==> src/rtl/loop_cnt16.sv <==
// Two-level loop counter: the inner count reloads from a shadow register on expiry,
// and the outer count decrements once per completed inner pass.
//   state    | meaning
//   S_IDLE   | waiting for loads / start
//   S_INNER  | inner count decrements on step
//   S_RELOAD | one cycle: outer decrement, inner reload or finish
module loop_cnt16 #(
  parameter int WIDTH = 16
) (
  input  logic             clk,
  input  logic             resetl,
  input  logic             icount_ld,
  input  logic [WIDTH-1:0] icount_d,
  input  logic             ocount_ld,
  input  logic [WIDTH-1:0] ocount_d,
  input  logic             start,
  input  logic             step,
  input  logic             abort,
  output logic [WIDTH-1:0] icount,
  output logic [WIDTH-1:0] ocount,
  output logic             izero,
  output logic             ozero,
  output logic             busy,
  output logic             inner_done,
  output logic             done
);

  typedef enum logic [1:0] {
    S_IDLE   = 2'd0,
    S_INNER  = 2'd1,
    S_RELOAD = 2'd2
  } state_t;

  localparam logic [WIDTH-1:0] ONE = {{(WIDTH-1){1'b0}}, 1'b1};

  state_t           r_state, w_state_nxt;
  logic [WIDTH-1:0] r_icount, w_icount_nxt;
  logic [WIDTH-1:0] r_ireload, w_ireload_nxt;
  logic [WIDTH-1:0] r_ocount, w_ocount_nxt;
  logic             r_inner_done, w_inner_done_nxt;
  logic             r_done, w_done_nxt;
  logic             w_izero, w_ozero, w_load;

  assign w_izero = (r_icount == '0);
  assign w_ozero = (r_ocount == '0);
  assign w_load  = icount_ld | ocount_ld;

  always_ff @(posedge clk or negedge resetl) begin
    if (!resetl) begin
      r_state      <= S_IDLE;
      r_icount     <= '0;
      r_ireload    <= '0;
      r_ocount     <= '0;
      r_inner_done <= 1'b0;
      r_done       <= 1'b0;
    end else begin
      r_state      <= w_state_nxt;
      r_icount     <= w_icount_nxt;
      r_ireload    <= w_ireload_nxt;
      r_ocount     <= w_ocount_nxt;
      r_inner_done <= w_inner_done_nxt;
      r_done       <= w_done_nxt;
    end
  end

  always_comb begin
    w_state_nxt      = r_state;
    w_icount_nxt     = r_icount;
    w_ireload_nxt    = r_ireload;
    w_ocount_nxt     = r_ocount;
    w_inner_done_nxt = 1'b0;
    w_done_nxt       = 1'b0;
    case (r_state)
      S_IDLE: begin
        if (icount_ld) begin
          w_icount_nxt  = icount_d;
          w_ireload_nxt = icount_d;
        end
        if (ocount_ld) begin
          w_ocount_nxt = ocount_d;
        end
        // A start coinciding with a load is dropped so it never sees stale counts.
        if (start && !w_load) begin
          if (w_izero || w_ozero) begin
            w_done_nxt = 1'b1;
          end else begin
            w_state_nxt = S_INNER;
          end
        end
      end
      S_INNER: begin
        if (abort) begin
          w_state_nxt = S_IDLE;
        end else if (step && !w_izero) begin
          w_icount_nxt = r_icount - ONE;
          if (r_icount == ONE) begin
            w_inner_done_nxt = 1'b1;
            w_state_nxt      = S_RELOAD;
          end
        end
      end
      S_RELOAD: begin
        if (abort) begin
          w_state_nxt = S_IDLE;
        end else if (r_ocount <= ONE) begin
          w_ocount_nxt = '0;
          w_done_nxt   = 1'b1;
          w_state_nxt  = S_IDLE;
        end else begin
          w_ocount_nxt = r_ocount - ONE;
          w_icount_nxt = r_ireload;
          w_state_nxt  = S_INNER;
        end
      end
      default: begin
        w_state_nxt = S_IDLE;
      end
    endcase
  end

  assign icount     = r_icount;
  assign ocount     = r_ocount;
  assign izero      = w_izero;
  assign ozero      = w_ozero;
  assign busy       = (r_state != S_IDLE);
  assign inner_done = r_inner_done;
  assign done       = r_done;

endmodule

==> config.mk <==
export PLATFORM = sky130hd
export DESIGN_NAME = loop_cnt16
export DESIGN_NICKNAME = d
export VERILOG_FILES = /design/src/rtl/loop_cnt16.sv
export SDC_FILE = /design/constraint.sdc
export NUM_CORES = 1
export LEC_CHECK = 0
export ABC_AREA = 1
export CORE_ASPECT_RATIO = 0.9
export CORE_MARGIN = 4
export CORE_UTILIZATION = 38
export CTS_CLUSTER_DIAMETER = 40
export DETAILED_ROUTE_END_ITERATION = 10
export GPL_ROUTABILITY_DRIVEN = 1
export PLACE_DENSITY = 0.69
export SLEW_MARGIN = 20
export SYNTH_ARGS = -nofsm -noshare
export SYNTH_HDL_FRONTEND = slang
export SYNTH_SLANG_ARGS = --single-unit
==> constraint.sdc <==
create_clock -name clk -period 1.9 [get_ports clk]
set_input_delay 0.38 -clock clk [delete_from_list [all_inputs] [get_ports clk]]
set_output_delay 0.38 -clock clk [all_outputs]
set_load 0.05 [all_outputs]
==> Yosys cells after proc, flatten, opt, wreduce, memory -nomap -nowiden <==
Cells that the tools add are included.
{ "word_totals": {"ramBits": 0, "mem_count": 0, "latch_bits": 0, "input_bits": 39, "register_bits": 52, "output_inout_bits": 37, "mem_bits_ro": 0, "word_cells": 65} }
{ "classes": {"mul": 0, "shifts": 0, "bitwise_logic": 1, "reduce_logical": 15, "n_lt_le_gt_ge": 1, "div_mod_pow": 0, "muxes": 27, "add_sub_neg": 2, "n_eq_ne": 13} }
{ "ops": {"columns": ["cell", "n"], "rows": [
  ["16-bit 2-to-1 mux", 8],
  ["16-bit case mux with 3 select lines", 1],
  ["16-bit zero test", 2],
  ["16-bit case mux with 2 select lines", 1],
  ["16-bit by 1-bit subtractor with 16-bit output (second input constant)", 2],
  ["16-bit by 1-bit == test with 1-bit output (second input constant)", 1],
  ["16-bit by 1-bit <= comparator with 1-bit output (second input constant)", 1],
  ["2-bit != test (second input constant)", 8],
  ["1-bit 2-to-1 mux", 10],
  ["2-bit 2-to-1 mux", 5],
  ["3-bit != test (second input constant)", 2],
  ["2-bit case mux with 3 select lines", 1],
  ["6-bit AND reduction", 1],
  ["4-bit AND reduction", 1],
  ["2-bit nonzero test", 2],
  ["3-bit AND reduction", 1],
  ["3-bit nonzero test", 1],
  ["2-bit by 1-bit == test with 1-bit output (second input constant)", 1],
  ["2-bit == test (second input constant)", 1],
  ["1-bit logical AND", 2],
  ["1-bit zero test", 2],
  ["2-bit zero test", 1],
  ["1-bit case mux with 2 select lines", 1],
  ["2-bit AND reduction", 1],
  ["other kinds (2)", 2]
]} }

==> Depth between registers and ports, before layout <==
{ "logic_depth": {"word_depth": 6, "ltp_mapped": 12, "mapped_depth_nobuf": 12} }

==> Worst setup path after synthesis <==
Ideal clock, no wire load.
{ "synth_path": {"path_kind": "register -> register", "start": "reg r_ocount[0] (netlist: ocount[0])", "end": "reg r_icount[1] (netlist: icount[1])", "path_stages_with_launch": 10, "setup_time_ns": 0.075, "synth_period_minus_slack_ns": 2.054, "slack_ns": -0.154, "n_path_buf": 1, "t_required_ns": 1.825, "arrival_ns": 1.979, "cell_sequence": "dfrtp_1 > inv_1 > ha_1 > or2_1 > nand4_1 > nand2_2 > nor2_8 > buf_8 > nand2_2 > o21ai_2"} }
{ "synth_via": {"elab_chain_cells": 3} }
{ "synth_lines": {"columns": ["element", "line_no", "rtl"], "rows": [
  ["start, declared", "39", "logic [WIDTH-1:0] r_ocount, w_ocount_nxt;"],
  ["start signal, assigned", "60", "r_ocount <= w_ocount_nxt;"],
  ["16-bit by 1-bit <= comparator with 1-bit output", "105", "end else if (r_ocount <= ONE) begin"],
  ["2-bit != test (no line)", null, null],
  ["6-bit AND reduction (no line)", null, null],
  ["end signal, assigned", "58", "r_icount <= w_icount_nxt;"],
  ["end, declared", "37", "logic [WIDTH-1:0] r_icount, w_icount_nxt;"]
]} }
No other way between the ends.
A chain may end at the register's enable or synchronous reset.

==> Final worst setup path <==
{ "layout_path": {"start": "reg r_ocount[6] (netlist: ocount[6])", "end": "out ozero"} }
{ "layout_via": {"elab_chain_cells": 1} }
{ "layout_lines": {"columns": ["element", "line_no", "rtl"], "rows": [
  ["16-bit zero test", "45", "assign w_ozero = (r_ocount == '0);"],
  ["end, declared", "22", "output logic ozero,"]
]} }
No other way between the ends.

==> results.toml <==
[run_status]
outcome = "completed"

[routing]
wl_met1_um = 4760
detail_route.vias_per_cell = 4.92
num_vias = 3640
drt_pass1_iterations = 5
dr_wl_met3_um = 489
route.detailed.drc = 0
first_iter_violations = 172
wl_um = 10300
wl_per_cell_um = 13.9
final_antenna_net_count = 0
dr_wl_met2_um = 4930
top_layer_used = "met4"

[pwr]
cellPowerDensity_nw_per_um2 = 1710
switching_share_pct = 52.3
combinationalPowerShare_pct = 66.3
clock_power_share_pct = 8.1
p_leak_uw = 0.00234
power.switching_uw = 4450
power.internal_uw = 4060
p_seq_share_pct = 25.7
ir_drop_v = 0.00101

[sta]
slew_violations = 0
max_slew_margin_pct = 67.4
setup_viol = 0
hold_viol_final = 0
clock_skew_ns = 0.0168
finalCriticalPeriod_ns = 1.85
timing.fmax_mhz = 540
fin_ws_ns = 0.0488
worst_pin_slew_ns = 0.488
whs_ns = 0.0481
grt_setup_unrepaired = "yes"
period_share_pct = 97.4

[cts]
cts_buffers = 5
cts_tree = "built"
cts_root_buffer = "clkbuf_8"
clk_path_buf_depth = 2
clk_pin_slew_ns = 0.11
h-tree-depth = 2
cts_sinks = 52
clock_latency_ns = 0.32
cts_hold_buffers = 0

[final_layout]
drive_gt1_share_pct = 28.6
multiInputGateArea_um2 = 2070
layout.cells.non_filler = 740
syn_to_final_growth_pct = 38.2
final_cell_mix = "nand2_1, buf_4, inv_1"
layout.nets = 667
register_area_um2 = 1320
fin_util_pct = 54.2
antenna_cells = 0
final_common_cell = "nand2_1"
nFillCells = 884

[synth]
ys_seq_elements = 52
ys_types = 33
synth_seq_area_share_pct = 36.2
synthFlopType = "dfrtp_1"
netlist_instances = 498
yosys_warnings = 0
ys_async_sr_fraction_pct = 100
avgSynthCellArea_um2 = 7.23
syn_nets = 548
synth_area_um2 = 3600
synth_edf_count = 0

[placed_design]
place_congestion = 0.870
port_buffers = 75
place_ws_ns = 0.0240
placedCellCount = 706
hpwl_um = 7610

[global_routing]
grt_pass1_wl_um = 16500
track_usage_pct = 17.9
overflow = 0
grt_pass1_vias = 3528
grt_max_degree = 29
grt_antenna_before_repair = 0

[die]
rows = 33
ios = 76
start_util_pct = 39.3
die_x_um = 111
die_y_um = 100
core_area_um2 = 9170
die_area_um2 = 11100

[hold_path]
hold_path.class = "in -> async"

[run]
max_cap_violations = 0

[critical_path]
path_max_fanout = 5
worstSetupStartpointType = "flip-flop"
crit_type = "reg -> out"
crit_required_ns = 1.52
endpoint_kind = "output port"
worst_ep_arrival_time_ns = 1.47
## registers in the layout, indices dropped and copies added, names as in the netlist
signal / flops
icount: 16
done: 1
r_ireload: 16
r_state: 2
ocount: 16
inner_done: 1
## per-layer routing
layer / track usage [%] / vias up
met5: 0 / -
met4: 4.92 / 0
met3: 2.59 / 13
met2: 30.2 / 96
met1: 24.2 / 1699
li1: - / 1832
## per-stage QoR
stage	TNS (ns)	power [uW]	instance area [um^2]
finish	0	8510	4970
global placement	0	7140	4560
global route	-0.0142	9140	4970
detailed placement	0	7270	4560
CTS	0	8140	4740
floorplan	-0.000766	5670	3600
## logic make-up (layout without fill, tap and decap cells)
| group | Yosys count | after routing | synth area share [%] |
|---|---|---|---|
| multiplexers | 6 | 6 | 1.88 |
| AO/OA/AOI/OAI | 85 | 85 | 14.0 |
| buffers and inverters | 73 | 193 | 8.52 |
| flip-flops | 52 | 52 | 36.2 |
| AND/OR/NAND/NOR | 259 | 259 | 32.7 |
| adder cells (fa/ha/maj) | 11 | 11 | 3.82 |
| XOR/XNOR | 12 | 12 | 2.92 |
## final timing paths
kind / slack, ns / depth (start not counted) / start / to
min in group clk: 0.50 / 2 / r_ireload[12] / r_ireload[12]
hold reg to reg: 0.50 / 2 / r_ireload[12] / r_ireload[12]
hold / removal: 0.05 / 2 / resetl / ocount[7]
setup reg to reg: 0.15 / 9 / ocount[1] / ocount[14]
setup / recovery: 0.05 / 6 / ocount[6] / ozero
max in group asynchronous: 1.52 / 2 / resetl / icount[7]
## synth_stat cells, types with 7 or more instances
library cell  number  area (um^2)
o21ai_0           22          110
nand2_1          133          499
clkbuf_1           9         33.8
nand3_2            7         70.1
dfrtp_1           52         1300
nand3_1           29          145
nor2_1            59          221
o21ai_2            7         61.3
nand2_2            8         50.1
inv_1             56          210
ha_1              11          138
xor2_1            12          105
a21oi_1           38          190
## power groups by stage
stage          logic, uW  clock network [uW]  registers [uW]
6_report            5640                 688            2190
5_1_grt             6130                 750            2250
4_1_cts             5290                 696            2150
2_1_floorplan       2420                   0            3250
3_5_place_dp        5070                   0            2190
3_3_place_gp        4970                   0            2180
## timing repair
action | in CTS | in global routing
pin swaps | 1 | 6
setup buffers | 7 | 17
cloned | 0 | 2
resized for setup | 17 | 27
setup endpoints to repair | 2 | 31
endpoints found under the hold margin | 0 | 0
## worst max-delay path, stage by stage (launching register included)
cell and delay, ns:
dfrtp_2 0.47, nor2_4 0.16, nand2_2 0.10, nor2_2 0.10
nand3_1 0.09, inv_2 0.09, buf_12 0.14
## area by class of cell
| cell class | instances | share of cell area (%) |
|---|---|---|
| Clock inverter | 3 | 0.428 |
| Tap cell | 122 | 3.07 |
| Multi-Input combinational cell | 373 | 41.6 |
| Timing Repair Buffer | 125 | 22.1 |
| Sequential cell | 52 | 26.5 |
| Inverter | 59 | 4.63 |
| Timing Repair inverter | 1 | 0.151 |
| Clock buffer | 5 | 1.38 |
(Power assumes the default switching activity.)
